## src/rtl/freq_edge_counter.sv

```systemverilog
// Rising-edge counter over a fixed gate window of clk cycles. Each completed
// window publishes its (saturated) count on data_out with a one-cycle send_packet.
module freq_edge_counter #(
    parameter int GATE_CYCLES = 100_000_000,
    parameter int CNT_W       = 32,
    parameter int SYNC_STAGES = 2
) (
    input  logic        clk,
    input  logic        rst,
    input  logic        sig_in,
    input  logic        enable,
    output logic [31:0] data_out,
    output logic        send_packet,
    output logic        overflow,
    output logic        busy
);

    localparam int                GATE_W    = (GATE_CYCLES > 1) ? $clog2(GATE_CYCLES) : 1;
    localparam logic [GATE_W-1:0] GATE_LAST = GATE_W'(GATE_CYCLES - 1);
    localparam logic [CNT_W-1:0]  CNT_MAX   = {CNT_W{1'b1}};

    typedef enum logic [1:0] {
        IDLE   = 2'd0,
        GATE   = 2'd1,
        REPORT = 2'd2
    } state_t;

    state_t                 state_reg;
    logic [SYNC_STAGES-1:0] sync_reg;
    logic                   hist_reg;
    logic                   rise;
    logic [GATE_W-1:0]      gate_cnt_reg;
    logic [CNT_W-1:0]       edge_cnt_reg;
    logic [CNT_W-1:0]       edge_cnt_next;
    logic                   clip_reg;
    logic                   clip_next;
    logic                   at_max;

    // Synchronizer and history flop run in every state so the edge detector
    // is already settled when a window opens.
    always_ff @(posedge clk) begin
        if (rst) begin
            sync_reg <= '0;
            hist_reg <= 1'b0;
        end else begin
            sync_reg <= {sync_reg[SYNC_STAGES-2:0], sig_in};
            hist_reg <= sync_reg[SYNC_STAGES-1];
        end
    end

    always_comb begin
        rise          = sync_reg[SYNC_STAGES-1] & ~hist_reg;
        at_max        = (edge_cnt_reg == CNT_MAX);
        edge_cnt_next = edge_cnt_reg;
        if (rise && !at_max) begin
            edge_cnt_next = edge_cnt_reg + CNT_W'(1);
        end
        // Sticky for the window: any rise arriving at full scale was lost.
        clip_next = clip_reg | (rise & at_max);
    end

    assign busy = (state_reg != IDLE);

    always_ff @(posedge clk) begin
        if (rst) begin
            state_reg    <= IDLE;
            gate_cnt_reg <= '0;
            edge_cnt_reg <= '0;
            clip_reg     <= 1'b0;
            data_out     <= '0;
            send_packet  <= 1'b0;
            overflow     <= 1'b0;
        end else begin
            send_packet <= 1'b0;
            case (state_reg)
                IDLE: begin
                    if (enable) begin
                        state_reg    <= GATE;
                        gate_cnt_reg <= '0;
                        edge_cnt_reg <= '0;
                        clip_reg     <= 1'b0;
                    end
                end
                GATE: begin
                    if (!enable) begin
                        // Abort wins over window end; published result is kept.
                        state_reg <= IDLE;
                    end else if (gate_cnt_reg == GATE_LAST) begin
                        state_reg   <= REPORT;
                        send_packet <= 1'b1;
                        data_out    <= 32'(edge_cnt_next);
                        overflow    <= clip_next;
                    end else begin
                        gate_cnt_reg <= gate_cnt_reg + GATE_W'(1);
                        edge_cnt_reg <= edge_cnt_next;
                        clip_reg     <= clip_next;
                    end
                end
                REPORT: begin
                    if (enable) begin
                        state_reg    <= GATE;
                        gate_cnt_reg <= '0;
                        edge_cnt_reg <= '0;
                        clip_reg     <= 1'b0;
                    end else begin
                        state_reg <= IDLE;
                    end
                end
                default: begin
                    state_reg <= IDLE;
                end
            endcase
        end
    end

endmodule

```

## config.mk

```make
export PLATFORM = sky130hd
export DESIGN_NAME = freq_edge_counter
export DESIGN_NICKNAME = d
export VERILOG_FILES = /design/src/rtl/freq_edge_counter.sv
export SDC_FILE = /design/constraint.sdc
export NUM_CORES = 1
export LEC_CHECK = 0
export CORE_UTILIZATION = 50
export CTS_CLUSTER_DIAMETER = 60
export CTS_CLUSTER_SIZE = 24
export DETAILED_ROUTE_END_ITERATION = 10
export GPL_ROUTABILITY_DRIVEN = 0
export PLACE_DENSITY_LB_ADDON = 0.1
export SYNTH_ARGS = -nofsm -noshare
export SYNTH_HDL_FRONTEND = slang
export SYNTH_SLANG_ARGS = --single-unit
```

## constraint.sdc

```tcl
create_clock -name clk -period 2.8 [get_ports clk]
set_clock_uncertainty 0.15 [all_clocks]
set_input_delay 0.42 -clock clk [delete_from_list [all_inputs] [get_ports clk]]
set_output_delay 0.42 -clock clk [all_outputs]
set_load 0.02 [all_outputs]
```

* After elaboration in Yosys (flattened, before gate mapping)
Cells that the tools add are included.
** Word-level totals
- Flip-flop bits (word level) :: 99
- Bits in read-only memories :: 0
- Output and inout port bits :: 35
- Input bits :: 4
- Word-level logic and storage cells :: 55
- Bits in writable memories :: 0
- Bits in latches :: 0
- Memories :: 0
** Cells by class
- Reduce and logical (&&, ||, !) cells :: 10
- Equal/unequal tests :: 9
- Shifts and indexed selects :: 0
- Add/subtract/negate cells :: 2
- $mul :: 0
- Mux-type cells :: 19
- Div/mod/pow operators :: 0
- Bitwise operators :: 6
- Order comparisons :: 0
** Operators by type and width (count)
- 32-bit two-way mux :: 4
- 27-bit two-way mux :: 3
- 32-bit one-hot mux with 2 select lines :: 1
- 27-bit one-hot mux with 2 select lines :: 1
- 32-bit by 1-bit adder with 32-bit output, second input constant :: 1
- 32-bit == test, second input constant :: 1
- 27-bit by 1-bit adder with 27-bit output, second input constant :: 1
- 27-bit == test, second input constant :: 1
- 2-bit two-way mux :: 3
- 2-bit inequality test, second input constant :: 3
- 2-bit one-hot mux with 3 select lines :: 1
- 1-bit two-way mux :: 5
- 4-bit AND reduction :: 1
- 2-bit nonzero test :: 2
- 3-bit inequality test, second input constant :: 1
- 1-bit inverter :: 3
- 3-bit AND reduction :: 1
- 3-bit OR reduction :: 1
- 1-bit bitwise AND :: 2
- 2-bit by 1-bit == test with 1-bit output, second input constant :: 1
- 2-bit == test, second input constant :: 1
- 2-bit logical NOT :: 1
- 2-bit by 1-bit inequality test with 1-bit output, second input constant :: 1
- 1-bit one-hot mux with 2 select lines :: 1
- other kinds (5) :: 5

* Longest topological paths before layout
- Depth after elaboration :: 7
- Gate-level depth with buffers :: 9
- Gate-level depth less buffers :: 7

* Worst setup path after synthesis
OpenSTA, ideal clock, no wires.
- Path type :: flip-flop to flip-flop
- From :: register edge_cnt_reg[10]
- To :: register data_out[30]
- Setup slack :: 0.345 ns
- Stages on the path, launching flop included :: 8
- Required time :: 2.564 ns
- Buffers on the path :: 1
- Setup time :: 0.086 ns
- Period minus slack after synthesis :: 2.455 ns
- Arrival time :: 2.219 ns
- Cell sequence :: dfxtp_1 -> clkbuf_1 -> nand3_1 -> or4_4 -> a2111oi_4 -> nand3_1 -> xor2_1 -> a211oi_1
** Between the ends
- Cells in the longest elaborated chain, start to end :: 4
- Elaborated cells between the ends (all ways) :: 5
- Classes of those cells :: add/sub (1); eq/ne (1); mux (1); reduce/logical (2)
** RTL lines
- start: declaration :: RTL line 33 : logic [CNT_W-1:0] edge_cnt_reg;
- start signal: assignment :: RTL line 95 : edge_cnt_reg <= edge_cnt_next;
- parallel branches: the longest is 3 deep, another holds 32-bit by 1-bit adder with 32-bit output
- 32-bit two-way mux * :: RTL line 55 : if (rise && !at_max) begin
- end signal: assignment :: RTL line 91 : data_out <= 32'(edge_cnt_next);
- end: declaration :: RTL line 12 : output logic [31:0] data_out,
Mark *: on every way between the ends.
A chain may end at the register's enable or synchronous reset.

* Worst setup path in the final report
- From :: register edge_cnt_reg[0]
- To :: register data_out[30]
Same word-level chain as after synthesis.

==> run_results.csv <==
group,metric,value,unit
run_status,outcome,"complete, no violations",
drt,wirelength,11.8,mm
floorplan,die_x,100,µm
cts,numClockSinks,99,
floorplan,io-pin-count,39,
grt,grt_pass1_wl,19.9,mm
drt,drt-initial-drc-count,263,
synthesis,synth_cell_types,48,
placed_design,port-buffer-count,38,
sta,final_hold_viol_count,0,
sta,drv_slew,0,
finish,drive_above_1_share,9.29,%
sta,hold_ws,261,ps
floorplan,initial_core_util,51.7,%
grt,grt_remaining_overflow,0,
cts,numCtsBuffers,9,
drt,drcViolationCount,0,
finish,antennaDiodeCount,0,
grt,antenna_found_initial,0,
min_path,hold_class,"input port to register",
finish,stdcell_area,5660,µm²
sta,period_minus_slack,2560,ps
sta,worst_slew_pin_slew,763,ps
sta,rsz0062_at_grt,"no",
finish,seqCellArea,1980,µm²
drt,ant_nets,0,
flow_run,drv_cap,0,
cts,hold_buffers,0,
floorplan,dieArea,10000,µm²
drt,routed_via_density,5.82,
power_and_ir_drop,ir_worst_vdd,295,µV
sta,relSlewSlack,49.1,%
finish,fin_util,61.0,%
synthesis,synthArstFlopShare,0,%
sta,timing.final.crit_share,91.3,%
sta,max_freq,0.391,GHz
synthesis,syn_area_per_cell,8.28,µm²
grt,grt_max_degree,32,
grt,first_global_vias,4213,
floorplan,fp.coreArea,9280,µm²
finish,multiInputGateArea,2640,µm²
floorplan,num_rows,35,
power_and_ir_drop,p_leak,1.75,nW
cts,ctsResizeCount,0,
finish,syn_to_final_growth,17.9,%
sta,tns,0,ps
cts,cts_tree,"yes",
synthesis,synth_fp_nets,586,
setup_path,crit_fanout,6,
finish,n_fill_cell,875,
sta,setup_slack,242,ps
power_and_ir_drop,power.density,454,nW/µm²
cts,clk_latency,370,ps
cts,path_clk_slew,100,ps
setup_path,cp-end-kind,"register",
synthesis,ys_seq_area_share,41.3,%
synthesis,synth_cells,580,
drt,vias,4379,
placed_design,pre_cts_slack,201,ps
setup_path,worstPathRequired,2940,ps
synthesis,synth_top_flop_cell,"dfxtp_1",
finish,layout.nets,625,
cts,cts_setup_buffers,0,
floorplan,chipHeight,100,µm
synthesis,synth-seq-cells,99,
setup_path,path_class,"register to register",
drt,routedWlPerCell,15.6,µm
setup_path,startpoint_type,"register",
sta,setup_violations,0,
drt,dr.pass1.iters,5,
cts,htreeDepth,3,
setup_path,worstPathArrival,2700,ps
grt,grtUsageTotal,24.9,%
synthesis,synth_edf_count,0,
placed_design,dpl_cell_area,5420,µm²
placed_design,dp_hpwl,8.21,mm
cts,cts_max_path_buffers,2,
synthesis,yosysWarnings,0,
cts,cts_root_buf,"clkbuf_8",
synthesis,syn_area,4800,µm²
## Yosys cell counts, types with 2 or more instances
| master | count | share of area [%] |
|---|---|---|
| nand3_1 | 24 | 2.5 |
| nand2_1 | 42 | 3.3 |
| nand4_1 | 20 | 2.6 |
| a31oi_1 | 21 | 2.7 |
| a21oi_1 | 32 | 3.3 |
| nor2b_1 | 6 | 0.78 |
| or2_2 | 2 | 0.26 |
| nor2_1 | 69 | 5.4 |
| dfxtp_1 | 99 | 41 |
| a41oi_1 | 4 | 0.73 |
| nand2b_1 | 5 | 0.65 |
| nor4_1 | 7 | 0.91 |
| buf_2 | 4 | 0.42 |
| o21ai_0 | 33 | 3.4 |
| xor2_1 | 19 | 3.5 |
| ha_1 | 2 | 0.52 |
| a211oi_1 | 32 | 5.0 |
| and4_1 | 4 | 0.73 |
| clkbuf_1 | 34 | 2.7 |
| a211oi_2 | 3 | 0.78 |
| and3_1 | 5 | 0.65 |
| o31ai_1 | 11 | 1.7 |
| a311oi_1 | 2 | 0.36 |
| and2_0 | 2 | 0.26 |
| nor3_1 | 13 | 1.4 |
| mux2i_1 | 3 | 0.63 |
| o21a_1 | 5 | 0.78 |
| and2_1 | 6 | 0.78 |
| nand3b_1 | 3 | 0.47 |
| nor4b_1 | 4 | 0.73 |
| xnor2_1 | 27 | 4.9 |
| inv_1 | 11 | 0.86 |
| or3_1 | 9 | 1.2 |
| or4_1 | 3 | 0.47 |
## worst paths after layout
check                       start            to  slack [ps]  cells after the start
setup / recovery  edge_cnt_reg[0]  data_out[30]         240                      7
hold / removal                rst  state_reg[1]         260                      2
setup reg to reg  edge_cnt_reg[0]  data_out[30]         240                      7
hold reg to reg       sync_reg[0]   sync_reg[1]         290                      1
## cells by family after synthesis
kind of cell / share of synthesized area [%]
compound gates: 20.3
mux: 0.626
fa+ha+maj: 0.521
xor+xnor: 8.39
flops: 41.3
simple gates: 25.0
buf+inv: 3.94
## power by group
part,internal (W),leakage [nW],switching (W)
Combinational,0.0000263,0.829,0.0000619
Sequential,0.00141,0.798,0.00000393
Clock,0.000579,0.120,0.000491
Total,0.00202,1.75,0.000557
## stage by stage
stage / cells / power [W]
6_report: 753 / 0.00257
5_1_grt: 753 / 0.00266
4_1_cts: 753 / 0.00260
3_5_place_dp: 737 / 0.00153
3_3_place_gp: 737 / 0.00153
2_1_floorplan: 580 / 0.00150
## final cells by class
type / instances / share of cell area, %
inverters: 11 / 0.729
clock inverters: 3 / 1.22
well taps: 129 / 2.85
clock buffers: 13 / 2.98
flip-flops and latches: 99 / 35.0
multi-input cells: 432 / 46.7
repair buffers: 66 / 10.6
## worst max-delay path: stages (launching register included)
cell and delay, ps:
dfxtp_1 430, ha_1 270, nand3b_1 120, or4_4 460
a2111oi_4 420, nand3_1 210, xor2_1 180, a211oi_1 230
## cells in the final DEF (no fill, tap or decap), drive strengths merged, types with 2 or more instances in the layout
cell type and n:
a211oi 35, a21oi 32, a311oi 2, a31oi 21, a41oi 4, and2 9, and3 6, and4 4
buf 29, bufinv 2, clkbuf 13, clkdlybuf4s50 37, dfxtp 99, ha 2, inv 11, mux2i 3
nand2 42, nand2b 5, nand3 24, nand3b 3, nand4 21, nor2 69, nor2b 6, nor3 13
nor4 8, nor4b 4, o21a 5, o21ai 34, o31ai 11, or2 2, or3 9, or4 4
xnor2 27, xor2 19
## per-layer routing
metal  global-route usage (%)  part of all wire (%)  vias up
li1                         -                     -     2174
met1                     32.6                    48     2103
met2                     41.5                    47       85
met3                     5.01                   3.4       17
met4                     7.69                   1.4        0
met5                        0                     0        -
Note: power is estimated with default switching activity, not from simulation.
